$ cat config.mk
export PLATFORM = sky130hd
export DESIGN_NAME = issue_scoreboard
export DESIGN_NICKNAME = d
export VERILOG_FILES = /design/src/rtl/issue_scoreboard_pkg.sv /design/src/rtl/issue_scoreboard_sb_slot_check.sv /design/src/rtl/issue_scoreboard.sv
export SDC_FILE = /design/constraint.sdc
export NUM_CORES = 1
export LEC_CHECK = 0
export CAP_MARGIN = 20
export CORE_MARGIN = 4
export CORE_UTILIZATION = 57
export DETAILED_ROUTE_END_ITERATION = 7
export HOLD_SLACK_MARGIN = 0.02
export PLACE_DENSITY = 0.93
export SYNTH_ARGS = -nofsm -noshare
export SYNTH_HDL_FRONTEND = slang
export SYNTH_SLANG_ARGS = --single-unit
$ cat constraint.sdc
create_clock -name clock -period 7.7 [get_ports clock]
set_clock_uncertainty 0.1 [all_clocks]
set_input_delay 1.54 -clock clock [delete_from_list [all_inputs] [get_ports clock]]
set_output_delay 1.54 -clock clock [all_outputs]
set_load 0.005 [all_outputs]
$ cat src/rtl/issue_scoreboard_pkg.sv
// Shared register-name / opcode package for the VLIW decode stage and its issue scoreboard.
// Holds name widths, the null register, opcode encodings and the slot bundle layout.
package issue_scoreboard_pkg;

    localparam int RW     = 4;
    localparam int IW     = 4;
    localparam int NSLOTS = 3;

    localparam logic [RW-1:0] REG0 = '0;

    typedef enum logic [IW-1:0] {
        OP_NOP   = 4'h0,
        OP_LOAD  = 4'h1,
        OP_ADD   = 4'h2,
        OP_SUB   = 4'h3,
        OP_AND   = 4'h4,
        OP_OR    = 4'h5,
        OP_STORE = 4'h6,
        OP_BR    = 4'h7
    } opcode_e;

    typedef enum logic {
        ST_RUN   = 1'b0,
        ST_FLUSH = 1'b1
    } issue_state_e;

    typedef struct packed {
        logic [IW-1:0] inst;
        logic [RW-1:0] dest;
        logic [RW-1:0] srca;
        logic [RW-1:0] srcb;
    } slot_t;

    // Slot 0 is the bundle's first slot, which sits in the most significant field.
    function automatic slot_t unpack_slot(
        input logic [NSLOTS*IW-1:0] inst,
        input logic [NSLOTS*RW-1:0] dest,
        input logic [NSLOTS*RW-1:0] srca,
        input logic [NSLOTS*RW-1:0] srcb,
        input int                   idx
    );
        slot_t s;
        s.inst = inst[(NSLOTS-idx)*IW-1 -: IW];
        s.dest = dest[(NSLOTS-idx)*RW-1 -: RW];
        s.srca = srca[(NSLOTS-idx)*RW-1 -: RW];
        s.srcb = srcb[(NSLOTS-idx)*RW-1 -: RW];
        return s;
    endfunction

endpackage

$ cat src/rtl/issue_scoreboard_sb_slot_check.sv
// Hazard check for one decode slot: an active slot conflicts when either source
// or its non-null destination has a pending write in the scoreboard.
module sb_slot_check
    import issue_scoreboard_pkg::*;
#(
    parameter int NREGS = 16
) (
    input  slot_t            slot,
    input  logic [NREGS-1:0] busy_map,
    output logic             active,
    output logic             slot_hazard
);

    logic raw_hit;
    logic waw_hit;

    assign active      = (slot.inst != OP_NOP);
    assign raw_hit     = busy_map[slot.srca] | busy_map[slot.srcb];
    assign waw_hit     = (slot.dest != REG0) & busy_map[slot.dest];
    assign slot_hazard = active & (raw_hit | waw_hit);

endmodule

$ cat src/rtl/issue_scoreboard.sv
// Issue controller for the 3-slot VLIW decode stage: per-register write scoreboard,
// RAW/WAW stall, and post-branch flush sequencing. ISSUE_STALL_CNT_EN adds a stall counter.
module issue_scoreboard
    import issue_scoreboard_pkg::*;
#(
    parameter int NREGS        = 16,
    parameter int LOAD_LAT     = 2,
    parameter int ALU_LAT      = 1,
    parameter int FLUSH_CYCLES = 2
) (
    input  logic                 clock,
    input  logic                 reset,
    input  logic                 bnd_valid,
    input  logic [NSLOTS*IW-1:0] bnd_inst,
    input  logic [NSLOTS*RW-1:0] bnd_dest,
    input  logic [NSLOTS*RW-1:0] bnd_srca,
    input  logic [NSLOTS*RW-1:0] bnd_srcb,
    input  logic                 br_taken,
    output logic                 stall,
    output logic                 flush,
    output logic [NREGS-1:0]     busy_map,
    output logic                 err_dup,
    output logic [31:0]          stall_cnt
);

    localparam int MAX_LAT = (LOAD_LAT > ALU_LAT) ? LOAD_LAT : ALU_LAT;
    localparam int CW      = $clog2(MAX_LAT + 1);
    localparam int FW      = $clog2(FLUSH_CYCLES + 1);

    slot_t              slot     [NSLOTS];
    logic [CW-1:0]      slot_lat [NSLOTS];
    logic [NSLOTS-1:0]  active;
    logic [NSLOTS-1:0]  slot_hazard;
    logic               issue;
    logic               dup_dest;

    issue_state_e       state, state_n;
    logic [FW-1:0]      fcnt, fcnt_n;

    // ---------------------------------------------------------------- slots
    for (genvar s = 0; s < NSLOTS; s++) begin : g_slot
        assign slot[s]     = unpack_slot(bnd_inst, bnd_dest, bnd_srca, bnd_srcb, s);
        assign slot_lat[s] = (slot[s].inst == OP_LOAD) ? CW'(LOAD_LAT) : CW'(ALU_LAT);

        sb_slot_check #(.NREGS(NREGS)) u_check (
            .slot        (slot[s]),
            .busy_map    (busy_map),
            .active      (active[s]),
            .slot_hazard (slot_hazard[s])
        );
    end

    assign stall = bnd_valid & (state == ST_RUN) & (|slot_hazard);
    assign issue = bnd_valid & (state == ST_RUN) & ~stall & ~br_taken;

    // ----------------------------------------------------------- scoreboard
    for (genvar r = 0; r < NREGS; r++) begin : g_reg
        if (r == 0) begin : g_null
            assign busy_map[r] = 1'b0;
        end else begin : g_cnt
            logic [CW-1:0] cnt;
            logic          wr_en;
            logic [CW-1:0] wr_lat;

            // Duplicate writers to one register keep it busy until the longest completes.
            // NOTE: every always_comb output gets a default first so no latch is inferred.
            always_comb begin
                wr_en  = 1'b0;
                wr_lat = '0;
                for (int s = 0; s < NSLOTS; s++) begin
                    if (issue && active[s] && (slot[s].dest == RW'(r))) begin
                        wr_en = 1'b1;
                        if (slot_lat[s] > wr_lat) wr_lat = slot_lat[s];
                    end
                end
            end

            // NOTE: sequential state uses non-blocking assignment; each counter is a plain
            // flop with reset (not a memory), since busy_map must read all-clear after reset.
            always_ff @(posedge clock) begin
                if (reset) begin
                    cnt <= '0;
                end else if (wr_en) begin
                    cnt <= wr_lat;
                end else if (cnt != '0) begin
                    cnt <= cnt - CW'(1);
                end
            end

            assign busy_map[r] = (cnt != '0);
        end
    end

    // ------------------------------------------------------ duplicate dests
    always_comb begin
        dup_dest = 1'b0;
        for (int i = 0; i < NSLOTS; i++) begin
            for (int j = i + 1; j < NSLOTS; j++) begin
                if (active[i] && active[j] && (slot[i].dest == slot[j].dest) &&
                    (slot[i].dest != REG0)) begin
                    dup_dest = 1'b1;
                end
            end
        end
    end

    always_ff @(posedge clock) begin
        if (reset) begin
            err_dup <= 1'b0;
        end else if (issue && dup_dest) begin
            err_dup <= 1'b1;
        end
    end

    // ------------------------------------------------------------ flush FSM
    always_ff @(posedge clock) begin
        if (reset) begin
            state <= ST_RUN;
            fcnt  <= '0;
        end else begin
            state <= state_n;
            fcnt  <= fcnt_n;
        end
    end

    // A branch seen while already flushing restarts the full flush window.
    always_comb begin
        state_n = state;
        fcnt_n  = fcnt;
        case (state)
            ST_RUN: begin
                if (br_taken) begin
                    state_n = ST_FLUSH;
                    fcnt_n  = FW'(FLUSH_CYCLES);
                end
            end
            ST_FLUSH: begin
                if (br_taken) begin
                    fcnt_n = FW'(FLUSH_CYCLES);
                end else if (fcnt == FW'(1)) begin
                    state_n = ST_RUN;
                    fcnt_n  = '0;
                end else begin
                    fcnt_n = fcnt - FW'(1);
                end
            end
            default: begin
                state_n = ST_RUN;
                fcnt_n  = '0;
            end
        endcase
    end

    assign flush = (state == ST_FLUSH);

    // -------------------------------------------------------- stall counter
`ifdef ISSUE_STALL_CNT_EN
    logic [31:0] stall_cnt_q;

    always_ff @(posedge clock) begin
        if (reset) begin
            stall_cnt_q <= '0;
        end else if (stall && (stall_cnt_q != '1)) begin
            stall_cnt_q <= stall_cnt_q + 32'd1;
        end
    end

    assign stall_cnt = stall_cnt_q;
`else
    assign stall_cnt = '0;
`endif

endmodule

After elaboration in Yosys (flattened, before gate mapping). Index checks and enable logic that the tools add are counted.

Register bits after elaboration: 34.

Multiplexer cells: 183. Bitwise logic cells: 19. Reductions and logical operators: 95. Add/sub/neg operators: 16. Order comparisons: 40. Equal/unequal tests: 53.

Operators by type and width (count): 2-bit 2-to-1 mux (112); 4-bit equality test, second input constant (24); 2-bit greater-than comparator (30); 1-bit 2-to-1 mux (60); 2-bit nonzero test (30); 1-bit logical AND (58); 4-bit by 3-bit equality test with 1-bit output, second input constant (12); 4-bit by 5-bit < comparator with 1-bit output, second input constant (9); 1-bit binary-select mux with 4-bit select (9); 2-bit by 1-bit subtractor with 2-bit output, second input constant (16); 4-bit by 1-bit equality test with 1-bit output, second input constant (6); 4-bit by 2-bit equality test with 1-bit output, second input constant (6); 4-bit nonzero test (6); 4-bit equality test (3); 1-bit AND (10); 1-bit OR (6); 2-bit case mux with 2 select lines (1); 1-bit NOT (3); 3-bit OR reduction (1); 2-bit by 1-bit equality test with 1-bit output, second input constant (1); 2-bit by 1-bit greater-than comparator with 1-bit output, second input constant (1); 2-bit inequality test, second input constant (1); 1-bit case mux with 2 select lines (1).

Depth between registers and ports, before layout. Gate-level depths: netlist of the first run.

Depth after elaboration: 21. Mapped depth: 14. Gate-level depth less buffers: 11.

Cells and area by module. A second synthesis of the first run with hierarchy kept.

Cells, all modules: 539. Area, all modules: 4478.0 µm².

Modules (own cells, without submodules): issue_scoreboard (cells each 444, seq. area each 680.7 µm², area an instance 3249.4 µm², instances 1); sb_slot_check (g_slot[1].u_check ...) (cells each 28, seq. area each 0.0 µm², area an instance 396.6 µm², instances 2); sb_slot_check (g_slot[0].u_check) (cells each 39, seq. area each 0.0 µm², area an instance 435.4 µm², instances 1).

Worst setup path after synthesis of the first run. OpenSTA, ideal clock, no wires.

Path kind: input port to output port. From: input port bnd_dest[8]. To: output port stall. Data arrival time: 3.459 ns. Path slack: 2.601 ns. Stages: 9. Buffers on the path: 2. Path through: buf_2 mux4_2 a22o_1 a211oi_2 o31ai_4 inv_2 nor3_2 buf_2 nor3b_1.

Word-level cells in the longest chain between the ends: 7. Elaborated cells between the ends (all ways): 8.

Ends and longest elaborated chain: from (decl) (line issue_scoreboard.sv:15) `input logic [NSLOTS*RW-1:0] bnd_dest,`; 1-bit binary-select mux with 4-bit select (line issue_scoreboard_sb_slot_check.sv:19) `assign waw_hit = (slot.dest != REG0) & busy_map[slot.dest];`; 1-bit 2-to-1 mux (implied by the code) (line issue_scoreboard_sb_slot_check.sv:19); 1-bit AND (*) (line issue_scoreboard_sb_slot_check.sv:19); 1-bit OR (*) (line issue_scoreboard_sb_slot_check.sv:20) `assign slot_hazard = active & (raw_hit | waw_hit);`; 1-bit AND (*) (line issue_scoreboard_sb_slot_check.sv:20); 3-bit OR reduction (*) (line issue_scoreboard.sv:53) `assign stall = bnd_valid & (state == ST_RUN) & (|slot_hazard);`; 1-bit AND (*) (line issue_scoreboard.sv:53); to (decl) (line issue_scoreboard.sv:19) `output logic stall,`.

Every way passes the cells marked *; elsewhere a longest branch is shown, timed or not. The select of a mux whose other input is x is not followed.

Final worst setup path of the first run.
From: input port bnd_dest[9]. To: output port stall.

Same word-level chain as after synthesis.

==> impl_metrics.py, run 1 <==
metrics = {
    "setup_path": {
        "worstPathArrival_ns": 4.86,
        "cpMostUsedCell": "clkdlybuf4s50_1",
        "path_class": "in -> out",
        "startpoint_type": "primary input",
        "cp-end-kind": "primary output",
        "max_stage_delay_ns": 0.75,
        "cpLargestDelayFamily": "compound AO/OA/AOI/OAI gates",
        "cp_max_fo": 19,
        "slowest_stage": "clkdlybuf4s50_1",
        "worstPathCellList": "clkdlybuf4s50_1, mux2i_1, a2111oi_0, a211oi_2, o31ai_4, inv_2, nor3_2, nor3b_1, clkdlybuf4s50_1",
        "critPathRequiredTime_ns": 6.06,
        "crit_buf_inv": 3,
    },
    "clock_network": {
        "cts_buffers": 5,
        "tritoncts": "done",
        "cts_hold_buf": 0,
        "htreeDepth": 2,
        "cts_sinks": 34,
        "clockRootBuffer": "clkbuf_8",
        "clk_latency_ns": 0.30,
        "clk_pin_slew_ns": 0.09,
        "clockBufferDepth": 2,
        "post-cts-setup-buffers": 0,
        "cts_resized": 0,
    },
    "timing": {
        "worst_hold_slack_ns": 0.439,
        "drv_slew": 0,
        "max_freq_ghz": 0.154,
        "maxSlewHeadroom_pct": 31.8,
        "fin_setup_tns_ns": 0,
        "setup_violations": 0,
        "finalHoldViolCount": 0,
        "tightest_slew_ns": 1.02,
        "rsz0062_at_grt": "no",
        "post-route-period-util_pct": 84.4,
        "finalCriticalPeriod_ns": 6.50,
    },
    "synthesis": {
        "synth_xor_area_share_pct": 5.07,
        "synth_cell_types": 63,
        "async_flop_share_pct": 0,
        "ys_seq_area_share_pct": 14.1,
        "synthFlopType": "dfxtp_1",
        "synthMuxAreaShare_pct": 15.2,
        "syn_avg_cell_area_um2": 7.97,
        "netlist_instances": 607,
        "synth_edf_count": 0,
        "synth_compound_area_share_pct": 18.3,
        "yosysWarnings": 0,
        "synth_top_family_by_area": "simple AND/OR/NAND/NOR gates",
        "synth_fa_ha_area_share_pct": 7.76,
        "synth-seq-cells": 34,
        "synthSimpleGateAreaFrac_pct": 25.3,
        "syn_area_um2": 4840,
    },
    "finish": {
        "drive_gt1_share_pct": 8.37,
        "nNetsFinal": 726,
        "antenna_cells": 0,
        "syn2layout_area_growth_pct": 13.8,
        "multiInputGateArea_um2": 3590,
        "seqCellArea_um2": 681,
        "fillers": 661,
        "fin_cells": 750,
    },
    "placed_design": {
        "dp_hpwl_um": 13400,
        "port_buffers": 69,
        "place_congestion": 1.01,
        "placed_cells": 742,
    },
    "detailed_routing": {
        "firstDrtPassIters": 8,
        "ant_nets": 0,
        "wirelength_um": 17500,
        "num_vias": 5128,
        "viasPerCell": 6.84,
        "routedWlPerCell_um": 23.4,
        "drcViolationCount": 0,
        "drt_iter0_markers": 677,
    },
    "pwr": {
        "ir_worst_vdd_uv": 210,
        "p_per_area_nw_per_um2": 324,
        "p_leak_nw": 2.19,
    },
    "job": {
        "drv_cap": 0,
    },
    "run_status": {
        "status": "complete, no violations",
    },
    "grt": {
        "grt_pass1_vias": 4919,
        "grt_pass1_wl_um": 26100,
        "grt.overflow.total": 0,
        "antenna_found_initial": 0,
        "gr-usage-all-layers_pct": 33.2,
        "grt_max_degree": 26,
    },
    "worst_hold_path": {
        "hold_path.class": "reg -> reg",
    },
    "die": {
        "pin_count": 103,
        "start_util_pct": 58.9,
        "fp.dieH_um": 100,
        "rows": 33,
        "dieArea_um2": 10000,
        "core_um2": 8220,
        "die_x_um": 100,
    },
}
## cells in the mapped netlist (5+ instances only)
cell type / instances / area [µm²]
inv_1: 59 / 221
buf_4: 35 / 263
dfxtp_1: 34 / 681
ha_1: 30 / 375
a21oi_1: 28 / 140
nand2_1: 28 / 105
nor2_1: 28 / 105
nand3_1: 26 / 130
mux2i_1: 25 / 250
clkbuf_1: 24 / 90.1
a211oi_1: 23 / 173
and3_1: 22 / 138
mux4_2: 21 / 473
nand4_1: 21 / 131
buf_2: 18 / 90.1
nor2b_1: 15 / 93.8
nor3_1: 15 / 75.1
xnor2_1: 14 / 123
xor2_1: 14 / 123
nor3b_1: 10 / 75.1
o21ai_0: 10 / 50.1
nand2b_1: 9 / 56.3
a222oi_1: 8 / 80.1
and2_1: 8 / 50.1
a221oi_1: 6 / 52.6
a221o_1: 5 / 50.1
a22o_1: 5 / 43.8
nand4b_1: 5 / 43.8
## state kept, by name, summed over array words and instances (netlist names)
name and cells:
g.g_cnt.cnt 30, flush 1, err_dup 1, fcnt 2
## through the flow
| step | cell area (µm²) | util, % | setup slack (ns) | power, mW |
|---|---|---|---|---|
| after floorplan | 4960 | - | 2.60 | 1.17 |
| after global placement | 5390 | 65.6 | 1.39 | 1.51 |
| after detailed placement | 5390 | 65.6 | 1.27 | 1.57 |
| after CTS | 5510 | 67.0 | 1.26 | 1.75 |
| after global routing | 5510 | 67.0 | 1.07 | 1.88 |
| final | 5510 | 67.0 | 1.20 | 1.78 |
## logic make-up after synthesis
kind of cell               Yosys count
and+or+nand+nor                    208
buffers and inverters              141
AOI/OAI and AO/OA                  118
muxes                               47
DFF                                 34
adders and majority gates           30
xor gates and xnor gates            28
other                                1
## area by class of cell
| type | instances | area share [%] |
|---|---|---|
| Clock buffer | 5 | 1.25 |
| Inverter | 60 | 4.09 |
| Sequential cell | 34 | 12.4 |
| Tap cell | 105 | 2.39 |
| Timing Repair Buffer | 79 | 13.8 |
| Clock inverter | 3 | 0.818 |
| Multi-Input combinational cell | 464 | 65.3 |
## metal layers
metal	share of wire (%)	global-route usage (%)	wire, µm	up-vias
li1	-	-	-	2237
met1	37	41.6	6560	2381
met2	46	55.2	8100	430
met3	11	5.28	1990	80
met4	4.9	16.4	861	0
met5	0	0	0	-
## worst paths after layout
check / startpoint / endpoint / slack, ns / cells past startpoint
setup / recovery: bnd_dest[9] / stall / 1.20 / 9
hold / removal: err_dup / err_dup / 0.44 / 2
setup reg to reg: g_reg[1].g_cnt.cnt[0] / g_reg[1].g_cnt.cnt[1] / 3.52 / 12
hold reg to reg: err_dup / err_dup / 0.44 / 2
## where the power goes
| part | internal, mW | switching, mW |
|---|---|---|
| clock | 0.0965 | 0.0828 |
| combinational | 0.594 | 0.718 |
| sequential | 0.251 | 0.0393 |
## cells in the final DEF, fill, tap and decap left out, types with 3 or more instances in the layout
cell type         n
o22ai_1           3
nand2b_1          9
xnor2_1          14
a221oi_1          6
clkbuf_8          5
nand2_1          28
a22o_1            5
a21oi_1          28
nand4b_1          5
nor3b_1          10
mux4_2           21
nor2_1           28
conb_1           33
buf_4             9
dfxtp_1          34
a221o_1           5
and3_1           22
nor3_2            4
clkdlybuf4s50_1  69
nand4_1          21
nor4_1            4
nor3_1           15
nor2b_1          15
xor2_1           14
a222oi_1          8
a211o_1           3
mux2i_1          25
nand3_1          26
ha_1             30
a31o_1            4
o21ai_0          10
and2_1            8
o221a_1           3
a211oi_1         23
inv_1            59
## worst reg2reg max path, stage by stage (launching register included)
cell and delay, ns:
dfxtp_1 0.33, inv_1 0.06, ha_1 0.49, mux2i_1 0.13
a2111oi_0 0.60, a211oi_2 0.13, o31ai_4 0.71, inv_2 0.18
nor3_2 0.29, buf_4 0.23, and3_1 0.34, a222oi_1 0.21
a211oi_1 0.30
No activity file was read; power rests on OpenSTA's default activity.
==> run 2: changes to the inputs <==
--- a/config.mk
+++ b/config.mk
@@ -7,10 +7,10 @@
 export LEC_CHECK = 0
 export CAP_MARGIN = 20
 export CORE_MARGIN = 4
-export CORE_UTILIZATION = 57
+export CORE_UTILIZATION = 48
 export DETAILED_ROUTE_END_ITERATION = 7
 export HOLD_SLACK_MARGIN = 0.02
-export PLACE_DENSITY = 0.93
+export PLACE_DENSITY = 0.84
 export SYNTH_ARGS = -nofsm -noshare
 export SYNTH_HDL_FRONTEND = slang
 export SYNTH_SLANG_ARGS = --single-unit
==> constraint.sdc (replaced) <==
create_clock -name clock -period 5.6 [get_ports clock]
set_clock_uncertainty 0.1 [all_clocks]
set_input_delay 1.12 -clock clock [delete_from_list [all_inputs] [get_ports clock]]
set_output_delay 1.12 -clock clock [all_outputs]
set_load 0.005 [all_outputs]
==> impl_metrics.py, run 2 (synthesized netlist as in run 1, its figures left out) <==
metrics = {
    "run_status": {
        "status": "complete, no violations",
    },
    "detailed_routing": {
        "wirelength_um": 18000,
        "num_vias": 5132,
        "firstDrtPassIters": 8,
        "ant_nets": 0,
        "routedWlPerCell_um": 22.7,
        "drcViolationCount": 0,
        "viasPerCell": 6.46,
        "drt_iter0_markers": 765,
    },
    "setup_path": {
        "cpMostUsedCell": "clkdlybuf4s50_1",
        "max_stage_delay_ns": 0.67,
        "worstPathCellList": "clkdlybuf4s50_1, mux2i_1, mux4_2, a211oi_1, a31oi_2, nor3_2, nor3b_1, clkdlybuf4s50_1",
        "path_class": "in -> out",
        "cp-end-kind": "primary output",
        "startpoint_type": "primary input",
        "crit_buf_inv": 2,
        "critPathRequiredTime_ns": 4.38,
        "worstPathArrival_ns": 3.97,
        "slowest_stage": "clkdlybuf4s50_1",
        "cpLargestDelayFamily": "buffers and inverters",
        "cp_max_fo": 7,
    },
    "placed_design": {
        "postPlaceCellArea_um2": 5550,
        "dp_hpwl_um": 14000,
        "place_congestion": 1.04,
        "pre_cts_slack_ns": 0.410,
        "port_buffers": 69,
    },
    "timing": {
        "tightest_slew_ns": 0.810,
        "drv_slew": 0,
        "finalCriticalPeriod_ns": 5.19,
        "fin_ws_ns": 0.411,
        "setup_violations": 0,
        "max_freq_ghz": 0.193,
        "maxSlewHeadroom_pct": 46.0,
        "rsz0062_at_grt": "no",
        "finalHoldViolCount": 0,
        "fin_setup_tns_ns": 0,
        "post-route-period-util_pct": 92.7,
    },
    "pwr": {
        "ir_worst_vdd_uv": 194,
        "total_power_mw": 2.43,
        "switching_share_pct": 47.6,
        "p_clk_share_pct": 8.6,
        "p_int_mw": 1.28,
        "power_frac_seq_pct": 16.4,
        "power_frac_comb_pct": 74.9,
        "p_per_area_nw_per_um2": 431,
        "power_switching_mw": 1.16,
        "p_leak_nw": 2.27,
    },
    "worst_hold_path": {
        "hold_path.class": "reg -> reg",
    },
    "grt": {
        "grt_pass1_vias": 4871,
        "grt.overflow.total": 0,
        "antenna_found_initial": 0,
        "gr-usage-all-layers_pct": 30.1,
        "grt_max_degree": 26,
        "grt_pass1_wl_um": 26900,
    },
    "finish": {
        "largestRegisters": "g.g_cnt.cnt x30, fcnt x2",
        "fillers": 932,
        "drive_gt1_share_pct": 10.7,
        "stdcell_area_um2": 5650,
        "regMostFlops": "g.g_cnt.cnt",
        "nNetsFinal": 742,
        "final_common_cell": "clkdlybuf4s50_1",
        "largest_reg_flops": 30,
        "final_cell_mix": "clkdlybuf4s50_1 (69), inv_1 (59), dfxtp_1 (34)",
        "antenna_cells": 0,
        "syn2layout_area_growth_pct": 16.7,
    },
    "die": {
        "pin_count": 103,
        "core_um2": 9770,
        "rows": 36,
        "die_x_um": 108,
        "fp.dieH_um": 108,
        "start_util_pct": 49.5,
        "dieArea_um2": 11700,
    },
    "clock_network": {
        "post-cts-setup-buffers": 0,
        "clk_pin_slew_ns": 0.08,
        "htreeDepth": 2,
        "cts_sinks": 34,
        "tritoncts": "done",
        "cts_resized": 0,
        "clk_latency_ns": 0.30,
        "cts_buffers": 5,
        "cts_hold_buf": 0,
        "clockRootBuffer": "clkbuf_8",
        "clockBufferDepth": 2,
    },
    "job": {
        "drv_cap": 0,
    },
}
-- run 2: changes by cell type in the layout (fill, tap and decap cells not counted) --
cell and change:
buf_1 -1, buf_4 +17, bufinv_16 -1, clkbuf_8 +1, clkinv_2 +1, clkinvlp_4 -1
-- run 2: tightest hold or removal path, cell delays in order, from the launching register on --
cell and delay, ns:
dfxtp_1 0.32, nor2b_1 0.10, a221oi_1 0.08
-- run 2: path summary, 6_finish.rpt --
path                           from                endpoint  slack (ns)  depth (start not counted)
max                     bnd_srca[6]                   stall        0.41                          8
min          g_reg[15].g_cnt.cnt[1]  g_reg[15].g_cnt.cnt[1]        0.45                          2
max reg2reg  g_reg[11].g_cnt.cnt[0]  g_reg[11].g_cnt.cnt[1]        1.67                         11
min reg2reg  g_reg[15].g_cnt.cnt[1]  g_reg[15].g_cnt.cnt[1]        0.45                          2
-- run 2: power groups by stage --
stage / sequential, mW / combinational, mW / clock, mW
detailed placement: 0.406 / 1.78 / 0
global placement: 0.396 / 1.71 / 0
floorplan: 0.391 / 1.22 / 0
CTS: 0.400 / 1.79 / 0.207
finish: 0.401 / 1.82 / 0.210
global route: 0.410 / 1.96 / 0.216
-- run 2: layout make-up --
cell class / instances / area, µm² / share of cell area, %
multi-input cells: 464 / 3590 / 63.6
repair buffers: 95 / 886 / 15.7
flip-flops and latches: 34 / 681 / 12.1
inverters: 60 / 225 / 3.99
well taps: 133 / 166 / 2.95
clock buffers: 6 / 82.6 / 1.46
clock inverters: 2 / 12.5 / 0.222
-- run 2: routing by layer --
layer | share of wire, % | wire length (µm) | GRT usage [%] | up-vias
met3 | 12 | 2120 | 6.45 | 63
met5 | 0 | 0 | 0 | -
li1 | - | - | - | 2258
met1 | 37 | 6700 | 36.2 | 2429
met4 | 4.0 | 717 | 13.2 | 0
met2 | 47 | 8500 | 51.4 | 382
-- run 2: through the flow --
stage                     cells  hold slack [ns]  util (%)
final                       794            0.451      57.8
after global routing        794            0.494      57.8
after CTS                   794            0.451      57.8
after detailed placement    786            0.432      56.8
after global placement      786            0.425      56.8
after floorplan             639            0.396         -
==> run 3: changes to the inputs <==
--- a/config.mk
+++ b/config.mk
@@ -6,7 +6,6 @@
 export NUM_CORES = 1
 export LEC_CHECK = 0
 export CAP_MARGIN = 20
-export CORE_MARGIN = 4
 export CORE_UTILIZATION = 48
 export DETAILED_ROUTE_END_ITERATION = 7
 export HOLD_SLACK_MARGIN = 0.02
==> constraint.sdc (replaced) <==
create_clock -name clock -period 4.25 [get_ports clock]
set_clock_uncertainty 0.1 [all_clocks]
set_input_delay 0.85 -clock clock [delete_from_list [all_inputs] [get_ports clock]]
set_output_delay 0.85 -clock clock [all_outputs]
set_load 0.005 [all_outputs]
==> impl_metrics.py, run 3 (synthesized netlist as in run 1, its figures left out) <==
metrics = {
    "finish": {
        "fillers": 839,
        "final_cell_mix": "buf_4 (94), inv_1 (59), clkdlybuf4s50_1 (56)",
        "drive_gt1_share_pct": 20.1,
        "antenna_cells": 0,
        "nNetsFinal": 812,
        "largest_reg_flops": 30,
        "largestRegisters": "g.g_cnt.cnt x30, fcnt x2",
        "final_common_cell": "buf_4",
        "syn2layout_area_growth_pct": 29.5,
        "regMostFlops": "g.g_cnt.cnt",
        "utilization_pct": 64.1,
    },
    "placed_design": {
        "place_congestion": 1.10,
        "dp_hpwl_um": 14900,
        "port_buffers": 69,
    },
    "clock_network": {
        "cts_buffers": 5,
        "htreeDepth": 2,
        "clk_pin_slew_ns": 0.08,
        "clockBufferDepth": 2,
        "cts_sinks": 34,
        "tritoncts": "done",
        "cts_hold_buf": 0,
        "clockRootBuffer": "clkbuf_8",
        "clk_latency_ns": 0.31,
    },
    "setup_path": {
        "r2r-end": "g_reg[3].g_cnt.cnt[1]",
        "r2r_setup_slack_ns": 0.29,
        "critPathRequiredTime_ns": 3.30,
        "worstPathArrival_ns": 3.24,
        "cp-end-kind": "primary output",
        "r2r_start": "g_reg[11].g_cnt.cnt[0]",
        "startpoint_type": "primary input",
        "ff2ff_path_depth": 14,
        "startpoint": "bnd_srca[10]",
        "cp_max_fo": 5,
        "path_class": "in -> out",
    },
    "detailed_routing": {
        "drcViolationCount": 0,
        "num_vias": 5451,
        "viasPerCell": 6.31,
        "ant_nets": 0,
        "firstDrtPassIters": 8,
        "routedWlPerCell_um": 22.4,
        "wirelength_um": 19300,
        "drt_iter0_markers": 625,
    },
    "die": {
        "start_util_pct": 49.5,
        "rows": 36,
        "die_x_um": 102,
        "dieArea_um2": 10500,
        "fp.dieH_um": 102,
        "core_um2": 9770,
        "pin_count": 103,
    },
    "timing": {
        "finalCriticalPeriod_ns": 4.19,
        "max_freq_ghz": 0.239,
        "tightest_slew_ns": 0.851,
        "drv_slew": 0,
        "post-route-period-util_pct": 98.6,
        "maxSlewHeadroom_pct": 43.2,
        "fin_setup_tns_ns": 0,
        "setup_violations": 0,
        "finalHoldViolCount": 0,
    },
    "worst_hold_path": {
        "worstHoldPathCells": 2,
        "hold_path.class": "reg -> reg",
        "worstHoldStart": "g_reg[3].g_cnt.cnt[1]",
        "hold_end": "g_reg[3].g_cnt.cnt[1]",
    },
    "grt": {
        "grt_pass1_wl_um": 29200,
        "antenna_found_initial": 0,
        "gr-usage-all-layers_pct": 37.9,
        "grt_pass1_vias": 5212,
        "grt.overflow.total": 0,
        "grt_max_degree": 26,
    },
    "pwr": {
        "p_leak_nw": 2.69,
        "ir_worst_vdd_uv": 345,
        "p_per_area_nw_per_um2": 555,
    },
    "run_status": {
        "status": "complete, no violations",
    },
    "job": {
        "drv_cap": 0,
    },
}
-- run 3: cell count changes in the layout (fill, tap and decap cells not counted), moves of 2 or more --
cell,previous run,this run
buf_4,26,94
clkdlybuf4s50_1,69,56
dlymetal6s2s_1,0,2
bufinv_16,0,2
dlygate4sd2_1,0,11
buf_6,0,2
-- run 3: cell type report --
type	count	area, µm²	area share (%)
Clock buffer	5	68.8	1.10
Clock inverter	3	68.8	1.10
Inverter	60	225	3.60
Multi-Input combinational cell	464	3640	58.2
Sequential cell	34	681	10.9
Tap cell	133	166	2.66
Timing Repair Buffer	165	1410	22.5
-- run 3: power by group --
group | internal [mW] | switching, mW
combinational | 1.19 | 1.37
sequential | 0.455 | 0.0720
clock | 0.236 | 0.157
total | 1.88 | 1.60
-- run 3: how the worst max path moves through the flow --
stage | end | cells past startpoint
finish | stall | 10
global route | stall | 10
CTS | stall | 9
detailed placement | stall | 9
global placement | stall | 9
floorplan | stall | 9
-- run 3: critical path: stages --
cell and delay (ns):
clkdlybuf4s50_1 0.62, mux2i_1 0.14, a221oi_2 0.38, o31ai_1 0.13, buf_4 0.17, o31ai_4 0.26, inv_2 0.10, nor3_4 0.26
nor3b_1 0.07, dlygate4sd2_1 0.27
-- run 3: per-stage QoR --
step / instance area (µm²) / hold slack (ns) / setup slack [ns] / power, mW / std cells
4_1_cts: 6230 / 0.445 / 0.0316 / 3.39 / 863
3_5_place_dp: 6070 / 0.410 / -0.274 / 2.96 / 855
3_3_place_gp: 6070 / 0.407 / -0.264 / 2.86 / 855
6_report: 6260 / 0.457 / 0.0604 / 3.48 / 864
2_1_floorplan: 4960 / 0.396 / 0.531 / 2.12 / 639
5_1_grt: 6260 / 0.485 / -0.100 / 3.69 / 864
-- run 3: timing repair --
action,CTS,global route
resized for setup,19,6
setup buffers,0,1
pin swaps,3,2
setup endpoints to repair,1,1
-- run 3: metal layers --
layer  vias to the layer above  wire, µm  track usage, %  share of wire [%]
li1                       2406         -               -                  -
met3                        94      2130            8.96                 11
met1                      2540      7270            45.2                 38
met2                       411      8760            62.5                 45
met4                         0      1160            22.0                6.0
met5                         -         0               0                  0
